==> src/rtl/decode_stage.sv <==
// rtl/decode_stage.sv - N-wide registered RV32 decode stage with valid/ready handshake and flush.
// Optional intra-bundle RAW flags are built when DECODE_HAZARD_EN is defined.
module decode_stage #(
  parameter int INSTR_WIDTH       = 32,
  parameter int N_INSTR_PER_CYCLE = 2
) (
  input  logic                                 clk,
  input  logic                                 rst,
  input  logic                                 in_valid,
  output logic                                 in_ready,
  input  logic [N_INSTR_PER_CYCLE-1:0]         in_lane_mask,
  input  logic [N_INSTR_PER_CYCLE*INSTR_WIDTH-1:0] instr_in,
  input  logic                                 flush,
  output logic                                 out_valid,
  input  logic                                 out_ready,
  output logic [N_INSTR_PER_CYCLE-1:0]         lane_valid,
  output logic [N_INSTR_PER_CYCLE*7-1:0]       opcode,
  output logic [N_INSTR_PER_CYCLE*5-1:0]       rd,
  output logic [N_INSTR_PER_CYCLE*3-1:0]       funct3,
  output logic [N_INSTR_PER_CYCLE*5-1:0]       rs1,
  output logic [N_INSTR_PER_CYCLE*5-1:0]       rs2,
  output logic [N_INSTR_PER_CYCLE*7-1:0]       funct7,
  output logic [N_INSTR_PER_CYCLE*32-1:0]      imm,
  output logic [N_INSTR_PER_CYCLE*8-1:0]       ctrls,
  output logic [N_INSTR_PER_CYCLE-1:0]         dep_raw
);

  localparam int N = N_INSTR_PER_CYCLE;

  localparam logic [6:0] OP_R     = 7'b0110011;
  localparam logic [6:0] OP_LOAD  = 7'b0000011;
  localparam logic [6:0] OP_IMM   = 7'b0010011;
  localparam logic [6:0] OP_STORE = 7'b0100011;
  localparam logic [6:0] OP_LUI   = 7'b0110111;

  typedef struct packed {
    logic [6:0]  opcode;
    logic [4:0]  rd;
    logic [2:0]  funct3;
    logic [4:0]  rs1;
    logic [4:0]  rs2;
    logic [6:0]  funct7;
    logic [31:0] imm;
    logic [7:0]  ctrls;
  } dec_t;

  // Fields an instruction does not use are zeroed so the RAW compare never
  // matches on stray encoding bits (e.g. LUI's upper immediate).
  function automatic dec_t decode(input logic [31:0] ins, input logic en);
    dec_t d;
    logic b;
    d = '0;
    b = (ins[14:12] != 3'b000);
    if (en) begin
      case (ins[6:0])
        OP_R: begin
          d.opcode = ins[6:0];
          d.rd     = ins[11:7];
          d.funct3 = ins[14:12];
          d.rs1    = ins[19:15];
          d.rs2    = ins[24:20];
          d.funct7 = ins[31:25];
          d.ctrls  = 8'h82;
        end
        OP_LOAD: begin
          d.opcode = ins[6:0];
          d.rd     = ins[11:7];
          d.funct3 = ins[14:12];
          d.rs1    = ins[19:15];
          d.imm    = {{20{ins[31]}}, ins[31:20]};
          d.ctrls  = {5'b11110, b, 2'b00};
        end
        OP_IMM: begin
          d.opcode = ins[6:0];
          d.rd     = ins[11:7];
          d.funct3 = ins[14:12];
          d.rs1    = ins[19:15];
          d.imm    = {{20{ins[31]}}, ins[31:20]};
          d.ctrls  = 8'hC6;
        end
        OP_STORE: begin
          d.opcode = ins[6:0];
          d.funct3 = ins[14:12];
          d.rs1    = ins[19:15];
          d.rs2    = ins[24:20];
          d.imm    = {{20{ins[31]}}, ins[31:25], ins[11:7]};
          d.ctrls  = {5'b01001, b, 2'b10};
        end
        OP_LUI: begin
          d.opcode = ins[6:0];
          d.rd     = ins[11:7];
          d.funct3 = ins[14:12];
          d.imm    = {ins[31:12], 12'b0};
          d.ctrls  = 8'hC4;
        end
        default: d = '0;
      endcase
    end
    return d;
  endfunction

  dec_t        w_dec [N];
  dec_t        r_dec [N];
  logic        r_out_valid;
  logic [N-1:0] r_lane_valid;
  logic        w_xfer;

  always_comb begin
    for (int i = 0; i < N; i++) begin
      w_dec[i] = decode(instr_in[i*INSTR_WIDTH +: 32], in_lane_mask[i]);
    end
  end

  assign in_ready = !r_out_valid || out_ready;
  assign w_xfer   = in_valid && in_ready && !flush;

  always_ff @(posedge clk or posedge rst) begin
    if (rst) begin
      r_out_valid  <= 1'b0;
      r_lane_valid <= '0;
      for (int i = 0; i < N; i++) r_dec[i] <= '0;
    end else if (flush) begin
      r_out_valid <= 1'b0;
    end else if (w_xfer) begin
      r_out_valid  <= 1'b1;
      r_lane_valid <= in_lane_mask;
      for (int i = 0; i < N; i++) r_dec[i] <= w_dec[i];
    end else if (out_ready) begin
      r_out_valid <= 1'b0;
    end
  end

  assign out_valid  = r_out_valid;
  assign lane_valid = r_lane_valid;

  for (genvar g = 0; g < N; g++) begin : g_lane
    assign opcode[g*7 +: 7]  = r_dec[g].opcode;
    assign rd[g*5 +: 5]      = r_dec[g].rd;
    assign funct3[g*3 +: 3]  = r_dec[g].funct3;
    assign rs1[g*5 +: 5]     = r_dec[g].rs1;
    assign rs2[g*5 +: 5]     = r_dec[g].rs2;
    assign funct7[g*7 +: 7]  = r_dec[g].funct7;
    assign imm[g*32 +: 32]   = r_dec[g].imm;
    assign ctrls[g*8 +: 8]   = r_dec[g].ctrls;
  end

`ifdef DECODE_HAZARD_EN
  logic [N-1:0] w_dep;
  logic [N-1:0] r_dep;

  // Masked lanes decode to all-zero fields, so rd != 0 and REGWRITE already imply lane validity.
  always_comb begin
    w_dep = '0;
    for (int i = 1; i < N; i++) begin
      for (int j = 0; j < i; j++) begin
        if (in_lane_mask[j] && in_lane_mask[i] && w_dec[j].ctrls[7] &&
            (w_dec[j].rd != 5'd0) &&
            ((w_dec[j].rd == w_dec[i].rs1) || (w_dec[j].rd == w_dec[i].rs2))) begin
          w_dep[i] = 1'b1;
        end
      end
    end
  end

  always_ff @(posedge clk or posedge rst) begin
    if (rst) begin
      r_dep <= '0;
    end else if (w_xfer) begin
      r_dep <= w_dep;
    end
  end

  assign dep_raw = r_dep;
`else
  assign dep_raw = '0;
`endif

endmodule

==> config.mk <==
export PLATFORM = sky130hd
export DESIGN_NAME = decode_stage
export DESIGN_NICKNAME = d
export VERILOG_FILES = /design/src/rtl/decode_stage.sv
export SDC_FILE = /design/constraint.sdc
export NUM_CORES = 1
export LEC_CHECK = 0
export ABC_AREA = 1
export CAP_MARGIN = 5
export CORE_ASPECT_RATIO = 0.7
export CORE_MARGIN = 5
export CORE_UTILIZATION = 46
export DETAILED_ROUTE_END_ITERATION = 8
export GPL_TIMING_DRIVEN = 0
export HOLD_SLACK_MARGIN = 0.05
export PLACE_DENSITY = 0.92
export SLEW_MARGIN = 0
export SYNTH_ARGS = -nofsm -noshare
export SYNTH_HDL_FRONTEND = slang
export SYNTH_SLANG_ARGS = --single-unit
==> constraint.sdc <==
create_clock -name clk -period 5.6 [get_ports clk]
set_input_delay 1.4 -clock clk [delete_from_list [all_inputs] [get_ports clk]]
set_output_delay 1.4 -clock clk [all_outputs]
set_load 0.02 [all_outputs]
==> flow_summary_export.csv <==
group,metric,value,unit
clock_tree,cts_tree,"built",
final_layout,regArea,3580,µm²
critical_path,r2r_cells,6,
critical_path,critPathLaunchType,"input port",
grt,grt_pass1_vias,6214,
power,irDropWorstVdd,0.000215,V
logic_synthesis,synth_flop_cell,"dfrtp_1",
final_layout,multi_input_area,2360,µm²
logic_synthesis,yosysTopAreaCell,"dfrtp_1",
sta,fin_skew,8.51,ps
critical_path,crit_path_end_kind,"output pin",
sta,timing.final.crit_share,0.733,
final_layout,antenna_cells,0,
drt,drt-initial-drc-count,401,
clock_tree,ctsHtreeMaxLevel,4,
critical_path,crit_start,"out_ready",
min_path,min_from,"funct3[3]",
grt,grt_max_degree,83,
grt,antenna_found_initial,0,
sta,hold_slack,480,ps
clock_tree,clk_pin_slew,60,ps
critical_path,r2r_slack,3930,ps
placed_design,gp_congestion,0.889,
sta,worst_slack,1500,ps
logic_synthesis,synth-seq-area-share,0.563,
placed_design,io_buffers,216,
drt,drtPass1Iterations,5,
clock_tree,clkLatencyLatePin,400,ps
sta,max_freq,0.244,GHz
floorplan,dieArea,16300,µm²
clock_tree,ctsHoldBuffers,0,
critical_path,crit_cells,4,
clock_tree,cts.repair.resized,0,
sta,period_needed,4100,ps
final_layout,drive_gt1_frac,0.0905,
grt,gr-usage-all-layers,0.260,
logic_synthesis,synth-edff-count,0,
final_layout,n_fill_cell,1048,
min_path,hold-path-cell-count,2,
logic_synthesis,ys_types,30,
sta,hold_viol,0,
critical_path,cp.arrival,2700,ps
sta,setup_viol,0,
job,drv_cap,0,
power,total_leakage_power,4.80,nW
critical_path,critical-path-top-delay-family,"buffers and inverters",
drt,via_per_inst,5.21,
placed_design,post-place-ws,1490,ps
logic_synthesis,yosysMostFrequentCell,"nand2_1",
power,total_power,2.49,mW
critical_path,cp_max_fo,3,
power,power.density,264,nW/µm²
drt,drt-total-wl,21000,µm
critical_path,cpMostUsedCell,"clkdlybuf4s50_1",
critical_path,critical_path_required,4200,ps
floorplan,rows,35,
clock_tree,clock_path_buffers,2,
logic_synthesis,synth_area_leaders,"dfrtp_1, nand2_1, nand3_1, o21ai_0, inv_1",
sta,tightestPinTransition,859,ps
final_layout,fin_util,0.707,
sta,slew_headroom,0.421,
final_layout,areaGrowthSynthToFinish,48.6,%
critical_path,critical_path_class,"input port to output pin",
drt,ant_nets,0,
floorplan,die_w,150,µm
clock_tree,post-cts-setup-buffer-count,0,
critical_path,cp_slowest_cell,"clkdlybuf4s50_1",
critical_path,cp.buffers_inverters,3,
floorplan,boundaryPins,221,
floorplan,start_util,0.476,
logic_synthesis,yosysWarnings,0,
clock_tree,cts_root_buffer,"clkbuf_16",
logic_synthesis,syn_avg_cell_area,8.43,µm²
critical_path,r2r-end,"opcode[9]",
sta,slew_viol_final,0,
drt,dr_total_vias,6208,
placed_design,hpwl,15800,µm
critical_path,reg2reg_from,"out_valid",
logic_synthesis,yosys.area.top_type_share,0.563,
floorplan,fp.coreArea,13400,µm²
drt,wl_per_cell,17.6,µm
min_path,hold_path_class,"flop to flop",
floorplan,fp.dieH,108,µm
critical_path,critPathMaxStageDelay,640,ps
grt,grt_pass1_wl,33000,µm
logic_synthesis,yosys-top-cells-count,"nand2_1, dfrtp_1, nand3_1, o21ai_0, inv_1",
clock_tree,cts.sinks,143,
run_status,outcome,"finished, final reports clean",
clock_tree,cts_made_buffers,17,
logic_synthesis,ys_seq_elements,143,
logic_synthesis,synthesis.area,6350,µm²
critical_path,crit_chain,"clkdlybuf4s50_1 > inv_2 > nand2_1 > clkdlybuf4s50_1",
drt,drcViolationCount,0,
logic_synthesis,async_flop_share,1.00,
final_layout,fin_nets,1064,
logic_synthesis,netlist_instances,754,
sta,rsz0062_at_grt,"no",
min_path,worstHoldEndpoint,"funct3[3]",
grt,grt-ovfl-total,0,
==> final cells by class <==
class | count | area share
Inverter | 40 | 0.0171
Clock buffer | 20 | 0.0473
Multi-Input combinational cell | 536 | 0.250
Buffer | 38 | 0.0281
Timing Repair Buffer | 217 | 0.232
Sequential cell | 143 | 0.379
Clock inverter | 12 | 0.0219
Tap cell | 185 | 0.0245
==> cells in the final DEF, fill, tap and decap left out, types with 2 or more instances in the layout <==
| cell type | Yosys | layout |
|---|---|---|
| nand3_1 | 71 | 71 |
| nor2_4 | 4 | 4 |
| conb_1 | 1 | 4 |
| buf_2 | 9 | 9 |
| inv_1 | 34 | 33 |
| bufinv_16 | 0 | 5 |
| clkdlybuf4s50_1 | 0 | 216 |
| dfrtp_1 | 143 | 143 |
| nor2_1 | 13 | 13 |
| clkbuf_16 | 0 | 17 |
| nor2_2 | 2 | 2 |
| clkbuf_1 | 10 | 12 |
| clkbuf_8 | 2 | 3 |
| inv_4 | 2 | 2 |
| buf_6 | 6 | 6 |
| inv_6 | 0 | 4 |
| nand3_2 | 4 | 4 |
| nand2_2 | 8 | 8 |
| o31ai_1 | 6 | 6 |
| nand2_1 | 345 | 345 |
| clkinv_2 | 1 | 2 |
| buf_4 | 10 | 10 |
| o21ai_0 | 65 | 65 |
| nand2_4 | 6 | 6 |
| clkinv_4 | 0 | 2 |
| nor3_1 | 2 | 2 |
| inv_2 | 2 | 2 |
==> sequential cells by signal, summed over array words and instances, names as in the netlist, 6 cells and up <==
name and flops:
ctrls 12, funct3 6, rs2 10, funct7 14, opcode 14, rs1 10, imm 64, rd 10
==> stage by stage <==
step | std cells | setup TNS, ps | area [µm²]
6_report | 1191 | 0 | 9440
5_1_grt | 1191 | 0 | 9440
4_1_cts | 1191 | 0 | 9440
3_5_place_dp | 1159 | 0 | 8790
3_3_place_gp | 1158 | -223390 | 8760
2_1_floorplan | 757 | 0 | 6360
==> worst register-to-register path, delay by kind of cell, from the launching register on <==
kind | cells | cell delay [ps]
buffers and inverters | 2 | 740
and+or+nand+nor | 4 | 530
DFF | 1 | 340
==> per-layer routing <==
metal | track usage | routed length (µm) | vias up
li1 | - | - | 2861
met1 | 0.378 | 9180 | 2977
met2 | 0.373 | 9040 | 334
met3 | 0.0834 | 2350 | 36
met4 | 0.0777 | 386 | 0
met5 | 0 | 0 | -
==> power breakdown <==
part / total, mW / switching (mW) / internal [mW]
Sequential: 1.05 / 0.00464 / 1.04
Clock: 1.25 / 0.441 / 0.809
Combinational: 0.198 / 0.117 / 0.0803
==> worst max-delay path by stage <==
stage	to	slack (ps)
detailed placement	in_ready	1490
floorplan	ctrls[10]	360
finish	in_ready	1500
global route	in_ready	1450
CTS	in_ready	1480
global placement	imm[3]	-1570
==> cell families (layout without fill, tap and decap cells) <==
family                 Yosys count  count (layout)  synth area share
DFF                            143             143             0.563
and+or+nand+nor                460             460             0.311
buffers and inverters           78             327            0.0664
other                            1               4          0.000590
AOI/OAI and AO/OA               72              72            0.0591
Power figures use the tool's default switching activity.
